<file path="src/rtl/uart_frame_tx.sv">
// uart_frame_tx: sends an NBYTES payload as back-to-back 8N1 bytes, LSB byte first, on a rising edge of send
module uart_frame_tx #(
  parameter int CLK_HZ = 50000000,
  parameter int BAUD = 115200,
  parameter int NBYTES = 40
) (
  input  logic                  clk,
  input  logic                  rst,
  input  logic                  send,
  input  logic [NBYTES*8-1:0]   data,
  output logic                  send_done,
  output logic                  busy,
  output logic                  tx
);
  localparam int DIV = CLK_HZ / BAUD;
  localparam int CW = DIV > 1 ? $clog2(DIV) : 1;
  localparam int BW = NBYTES > 1 ? $clog2(NBYTES) : 1;
  typedef enum logic [2:0] {IDLE, START, DATA, STOP, DONE} state_t;
  state_t state;
  logic [CW-1:0] cnt;
  logic [2:0] bit_idx;
  logic [BW-1:0] byte_idx;
  logic send_q;
  logic [NBYTES*8-1:0] sh;
  logic tick, last;
  always_comb begin
    tick = cnt == CW'(DIV - 1);
    last = byte_idx == BW'(NBYTES - 1);
  end
  always_ff @(posedge clk) begin
    if (rst) begin
      state <= IDLE;
      tx <= 1'b1;
      send_done <= 1'b0;
      busy <= 1'b0;
      cnt <= '0;
      bit_idx <= '0;
      byte_idx <= '0;
      send_q <= 1'b0;
    end else begin
      send_q <= send;
      send_done <= 1'b0;
      cnt <= (state == IDLE || state == DONE || tick) ? '0 : cnt + 1'b1;
      case (state)
        IDLE: begin
          tx <= ~(send & ~send_q);
          busy <= send & ~send_q;
          if (send & ~send_q) begin
            sh <= data;
            byte_idx <= '0;
            state <= START;
          end
        end
        START: if (tick) begin
          bit_idx <= '0;
          tx <= sh[0];
          state <= DATA;
        end
        DATA: if (tick) begin
          sh <= sh >> 1;
          bit_idx <= bit_idx + 1'b1;
          tx <= bit_idx == 3'd7 ? 1'b1 : sh[1];
          state <= bit_idx == 3'd7 ? STOP : DATA;
        end
        STOP: if (tick) begin
          tx <= last;
          send_done <= last;
          byte_idx <= last ? byte_idx : byte_idx + 1'b1;
          state <= last ? DONE : START;
        end
        DONE: begin
          busy <= 1'b0;
          tx <= 1'b1;
          state <= IDLE;
        end
        default: state <= IDLE;
      endcase
    end
  end
endmodule

</file>
<file path="config.mk">
export PLATFORM = sky130hd
export DESIGN_NAME = uart_frame_tx
export DESIGN_NICKNAME = d
export VERILOG_FILES = /design/src/rtl/uart_frame_tx.sv
export SDC_FILE = /design/constraint.sdc
export NUM_CORES = 1
export LEC_CHECK = 0
export BUFFER_PORTS_ARGS = -buffer_cell sky130_fd_sc_hd__buf_4
export CORE_MARGIN = 2
export CORE_UTILIZATION = 40
export DETAILED_ROUTE_END_ITERATION = 6
export SYNTH_ARGS = -nofsm -noshare
export SYNTH_HDL_FRONTEND = slang
export SYNTH_SLANG_ARGS = --single-unit
</file>
<file path="constraint.sdc">
create_clock -name clk -period 34.2 [get_ports clk]
set_input_delay 3.42 -clock clk [delete_from_list [all_inputs] [get_ports clk]]
set_output_delay 3.42 -clock clk [all_outputs]
set_load 0.005 [all_outputs]
</file>
==> flow_metrics.py, run 1 <==
metrics = {
    "timing": {
        "fin_crit_sh_pct": 17.2,
        "setup_violations": 0,
        "rsz0062_at_grt": "false",
        "final_max_slew_viol_count": 0,
        "tightestPinTransition_ns": 1.12,
        "clock_skew_ns": 0.0220,
        "worst_hold_slack_ns": 0.462,
        "fin_tns_setup_ns": 0,
        "slew_headroom_pct": 25.5,
        "max_freq_mhz": 170,
        "hold_violations": 0,
        "finalCriticalPeriod_ns": 5.90,
    },
    "synthesis": {
        "synth_simple_gate_area_share_pct": 27.0,
        "synth.distinct_cells": 41,
        "netlist_area_um2": 14800,
        "synth_edf_count": 320,
        "avgSynthCellArea_um2": 9.91,
        "seq_area_frac_synth_pct": 68.4,
        "synthMuxAreaShare_pct": 0.135,
        "ys_warn_count": 0,
        "syn_nets": 1819,
        "postSynthCellCount": 1491,
        "ys_ff_latch": 345,
        "synthAdderAreaFrac_pct": 0.423,
        "synth_xor_area_share_pct": 0.533,
        "synthFlopType": "edfxtp_1",
        "synth_top_family_by_area": "simple AND/OR/NAND/NOR gates",
        "synth-compound-area-share_pct": 1.08,
        "async_flop_share_pct": 0,
    },
    "critical_path": {
        "path_common_cell": "buf_4",
        "worstPathArrival_ns": 6.02,
        "critPathSlowestCell": "buf_4",
        "crit_type": "in -> reg",
        "path_cells": "buf_4 > nand2b_1 > and2_1 > or4_1 > a21oi_4 > buf_4 > buf_12",
        "slowest_delay_ns": 0.75,
        "cp.required_ns": 34.32,
        "cp_max_fo": 178,
        "start_kind": "input pin",
        "end_kind": "flop",
    },
    "finish": {
        "area_growth_pct": 26.9,
        "layout-drive-gt1-share_pct": 21.8,
        "final_cells": 2289,
        "nets": 2118,
        "final_cell_mix": "968 x nand2_1, 334 x buf_4, 320 x edfxtp_1, 40 x clkbuf_16, 25 x dfxtp_1",
        "fill_cells": 3391,
        "layout_commonest_cell": "nand2_1",
    },
    "power_and_ir_drop": {
        "power_density_nw_per_um2": 51.1,
        "clkPwrFrac_pct": 40.6,
        "p_sw_share_pct": 21.5,
        "max-vdd-ir-drop_uv": 33.7,
        "pwr-share-seq_pct": 52.4,
        "intPower_uw": 753,
        "power_frac_comb_pct": 7.0,
        "total_power_uw": 959,
        "power.switching_uw": 206,
        "cellLeakagePower_uw": 0.00828,
    },
    "floorplan": {
        "die_x_um": 196,
        "row_count": 70,
        "core_area_um2": 36500,
        "dieArea_um2": 38500,
        "die_y_um": 196,
        "start_util_pct": 40.5,
        "io_pins": 326,
    },
    "cts": {
        "tritoncts": "done",
        "clockBufferDepth": 3,
        "path_clk_slew_ns": 0.06,
        "clock_sinks": 345,
        "cts_max_level": 2,
        "post_cts_buffers": 0,
        "holdBufCountCts": 0,
        "cts_buffers": 39,
        "insertion_delay_ns": 0.52,
        "cts_root_buf": "clkbuf_16",
        "cts_resized": 0,
    },
    "placed_design": {
        "place_congestion": 0.796,
        "dp_hpwl_um": 21300,
        "io_buffers": 325,
        "dp_cells": 2217,
    },
    "global_route": {
        "grt_usage_pct": 16.9,
        "antenna_found_initial": 3,
        "grt_pass1_wl_um": 52900,
        "grt_max_degree": 179,
        "grt_pass1_vias": 10400,
        "grt_overflow_total": 0,
    },
    "min_path": {
        "hold_path.class": "reg -> reg",
    },
    "job": {
        "drv_cap": 0,
    },
    "routing": {
        "drc": 0,
        "wl_per_cell_um": 14.3,
        "dr.pass1.iters": 4,
        "vias": 10700,
        "drt-total-wl_um": 32800,
        "detail-route-antenna-nets": 0,
        "viasPerCell": 4.67,
        "drt_iter0_drc": 662,
    },
    "run_status": {
        "outcome": "finished, final reports clean",
    },
}
logic make-up (layout without fill, tap and decap cells):
family,after synthesis,after routing
buffers and inverters,80,408
AND/OR/NAND/NOR,1024,1024
AO/OA/AOI/OAI,26,26
other,0,2
flip-flops,345,345
multiplexers,2,2
adder cells (fa/ha/maj),5,5
XOR/XNOR,9,9
Yosys cell counts (2+ instances only):
cell,count,share of area [%]
mux2i_1,2,0.14
ha_1,5,0.42
nand3b_1,3,0.15
buf_2,39,1.3
o21ai_0,6,0.20
nand2b_1,2,0.085
nand4b_2,2,0.20
dfxtp_1,25,3.4
nand4_1,3,0.13
xnor2_1,4,0.24
nor2_1,17,0.43
nor2b_1,3,0.13
nor4b_1,2,0.12
and2_1,3,0.13
a31oi_1,2,0.085
nand3_1,5,0.17
xor2_1,5,0.30
nor3b_1,2,0.10
clkbuf_1,34,0.86
or3_1,5,0.21
inv_1,3,0.076
edfxtp_1,320,65
a21oi_1,12,0.41
buf_1,3,0.076
nand2_1,968,25
worst paths after layout:
check	cells past startpoint	startpoint	end	slack (ns)
max reg2reg	6	state[0]$_SDFFE_PP0P_	sh[134]$_DFFE_PP_	30.52
min reg2reg	2	bit_idx[2]$_SDFFE_PP0P_	bit_idx[2]$_SDFFE_PP0P_	0.46
min	2	bit_idx[2]$_SDFFE_PP0P_	bit_idx[2]$_SDFFE_PP0P_	0.46
max	7	send	sh[134]$_DFFE_PP_	28.30
sequential cells by signal, summed over array words and instances, names as in the netlist:
name,count
bit_idx,3
byte_idx,6
send_q,1
busy,1
sh,320
cnt,9
send_done,1
tx,1
state,3
per-stage QoR:
stage | cell area (µm²) | setup slack [ns] | util [%]
finish | 18800 | 28.30 | 51.4
global route | 18800 | 28.14 | 51.3
CTS | 18800 | 28.33 | 51.3
detailed placement | 17600 | 27.79 | 48.1
global placement | 17600 | 27.77 | 48.1
floorplan | 14800 | 13.67 | -
critical path: cells and delay by family:
family / cells / cell delay, ns
AOI/OAI and AO/OA: 1 / 0.12
buffers and inverters: 3 / 1.45
and+or+nand+nor: 3 / 0.68
power groups by stage:
stage               Clock, µW  Sequential [µW]  Combinational, µW
finish                    389              503               67.1
global route              417              505               75.4
CTS                       401              503               68.8
detailed placement          0              511               68.4
global placement            0              511               67.4
floorplan                   0              529               29.4
metal layers:
metal	track usage (%)	vias up	share of wire (%)	wire length, µm
li1	-	5445	-	-
met1	23.9	4931	46	15000
met2	25.9	275	44	14500
met3	5.16	48	8.6	2830
met4	3.82	2	1.6	521
met5	0	-	0.040	13
area by class of cell:
type,count,area [µm²],area share (%)
diodes,2,5.00,0.0267
well taps,468,586,3.12
flip-flops and latches,345,10100,53.9
inverters,3,11.3,0.0600
repair buffers,335,2530,13.5
multi-input cells,1066,4330,23.1
clock buffers,48,1040,5.55
clock inverters,22,143,0.760
No activity file was read; power rests on OpenSTA's default activity.
==> inputs of run 2 (changes only) <==
clock period = 5.4 ns   (was 34.2 ns; I/O delays follow)
==> flow_metrics.py, run 2 (synthesis results as in run 1) <==
metrics = {
    "routing": {
        "met3_length_um": 2850,
        "wl_per_cell_um": 14.3,
        "drc": 0,
        "route.met2.wl_um": 14400,
        "viasPerCell": 4.67,
        "vias": 10700,
        "detail-route-antenna-nets": 0,
        "met1_length_um": 14900,
        "dr.pass1.iters": 4,
        "drt_iter0_drc": 697,
        "drt-total-wl_um": 32600,
        "top_layer_used": "met4",
    },
    "power_and_ir_drop": {
        "max-vdd-ir-drop_uv": 212,
        "power_density_nw_per_um2": 324,
        "cellLeakagePower_uw": 0.00829,
    },
    "critical_path": {
        "startpoint": "state[0]$_SDFFE_PP0P_",
        "worstPathArrival_ns": 2.90,
        "critPathSlowestCell": "dfxtp_1",
        "start_kind": "flop",
        "cp.required_ns": 5.54,
        "cp_max_fo": 141,
        "crit_type": "reg -> reg",
        "end_kind": "flop",
        "reg2reg_from": "state[0]$_SDFFE_PP0P_",
        "path_cells": "nor3_2 > and2_4 > or4_4 > a21oi_4 > buf_12",
        "slowest_delay_ns": 0.67,
    },
    "placed_design": {
        "place_congestion": 0.758,
        "io_buffers": 325,
        "dp_cells": 2215,
        "dp_hpwl_um": 20900,
    },
    "finish": {
        "nets": 2116,
        "regMostFlops": "sh",
        "final_util_pct": 51.5,
        "top_regs": "sh x320, cnt x9, byte_idx x6",
        "layout-drive-gt1-share_pct": 21.7,
        "area_growth_pct": 27.2,
        "largest_reg_flops": 320,
        "multi_input_area_um2": 4350,
        "layout_commonest_cell": "nand2_1",
        "fill_cells": 3381,
        "diodes": 0,
        "final_cell_mix": "968 x nand2_1, 329 x buf_4, 320 x edfxtp_1, 41 x clkbuf_16, 25 x dfxtp_1",
        "final_cells": 2284,
        "seq_area_um2": 10100,
    },
    "timing": {
        "slew_headroom_pct": 28.4,
        "clock_skew_ns": 0.0177,
        "hold_violations": 0,
        "final_max_slew_viol_count": 0,
        "tightestPinTransition_ns": 1.07,
        "finalCriticalPeriod_ns": 2.76,
        "fin_crit_sh_pct": 51.1,
        "max_freq_mhz": 362,
        "rsz0062_at_grt": "false",
        "setup_violations": 0,
    },
    "floorplan": {
        "die_y_um": 196,
        "start_util_pct": 40.5,
        "core_area_um2": 36500,
        "dieArea_um2": 38500,
        "row_count": 70,
        "die_x_um": 196,
        "io_pins": 326,
    },
    "global_route": {
        "grt_max_degree": 198,
        "grt_usage_pct": 16.8,
        "grt_pass1_vias": 10400,
        "grt_pass1_wl_um": 52400,
        "grt_overflow_total": 0,
        "antenna_found_initial": 0,
    },
    "min_path": {
        "hp-start": "data[48]",
        "hold_path.class": "in -> reg",
    },
    "cts": {
        "path_clk_slew_ns": 0.06,
        "insertion_delay_ns": 0.53,
        "cts_buffers": 39,
        "post_cts_buffers": 0,
        "clock_sinks": 345,
        "clockBufferDepth": 3,
        "cts_resized": 0,
        "holdBufCountCts": 0,
        "tritoncts": "done",
        "cts_root_buf": "clkbuf_16",
        "cts_max_level": 2,
    },
    "job": {
        "drv_cap": 0,
    },
    "run_status": {
        "outcome": "finished, final reports clean",
    },
}
## run 2: cell type report
class / count / share of cell area (%)
Clock inverter: 21 / 0.765
Clock buffer: 48 / 5.60
Sequential cell: 345 / 53.8
Timing Repair Buffer: 333 / 13.6
Tap cell: 468 / 3.11
Inverter: 3 / 0.0599
Multi-Input combinational cell: 1066 / 23.1
## run 2: worst max-delay path: cells and delay by family, from the launching register on
| family | cells | cell delay (ns) |
|---|---|---|
| simple gates | 3 | 0.77 |
| flops | 1 | 0.67 |
| buf+inv | 1 | 0.50 |
| compound gates | 1 | 0.21 |
## run 2: worst paths after layout
kind              cells after the start                      end  slack (ns)
setup / recovery                      5        sh[139]$_DFFE_PP_        2.64
hold / removal                        3         sh[48]$_DFFE_PP_        0.28
setup reg to reg                      5        sh[139]$_DFFE_PP_        2.64
hold reg to reg                       2  bit_idx[2]$_SDFFE_PP0P_        0.46
## run 2: where the power goes
group | leakage, µW | internal (µW) | total [µW] | switching, µW
combinational | 0.00453 | 217 | 424 | 207
sequential | 0.00318 | 3140 | 3180 | 47.1
clock | 0.000578 | 1470 | 2490 | 1020
total | 0.00829 | 4820 | 6100 | 1280
## run 2: per-layer routing
layer / global-route usage, % / vias to the layer above
met2: 25.7 / 291
li1: - / 5441
met1: 23.2 / 4901
met5: 0 / -
met4: 3.87 / 0
met3: 5.52 / 35
## run 2: through the flow
step                      TNS (ns)  setup slack [ns]  instance area [µm²]  hold slack (ns)  total power [µW]
after CTS                        0              2.68                18800            0.248              6190
after global routing             0              2.50                18800            0.254              6360
after detailed placement         0              2.70                17600            0.463              3670
after global placement           0              2.76                17600            0.446              3660
after floorplan            -458.79             -1.43                14800            0.436              3450
final                            0              2.64                18800            0.279              6100
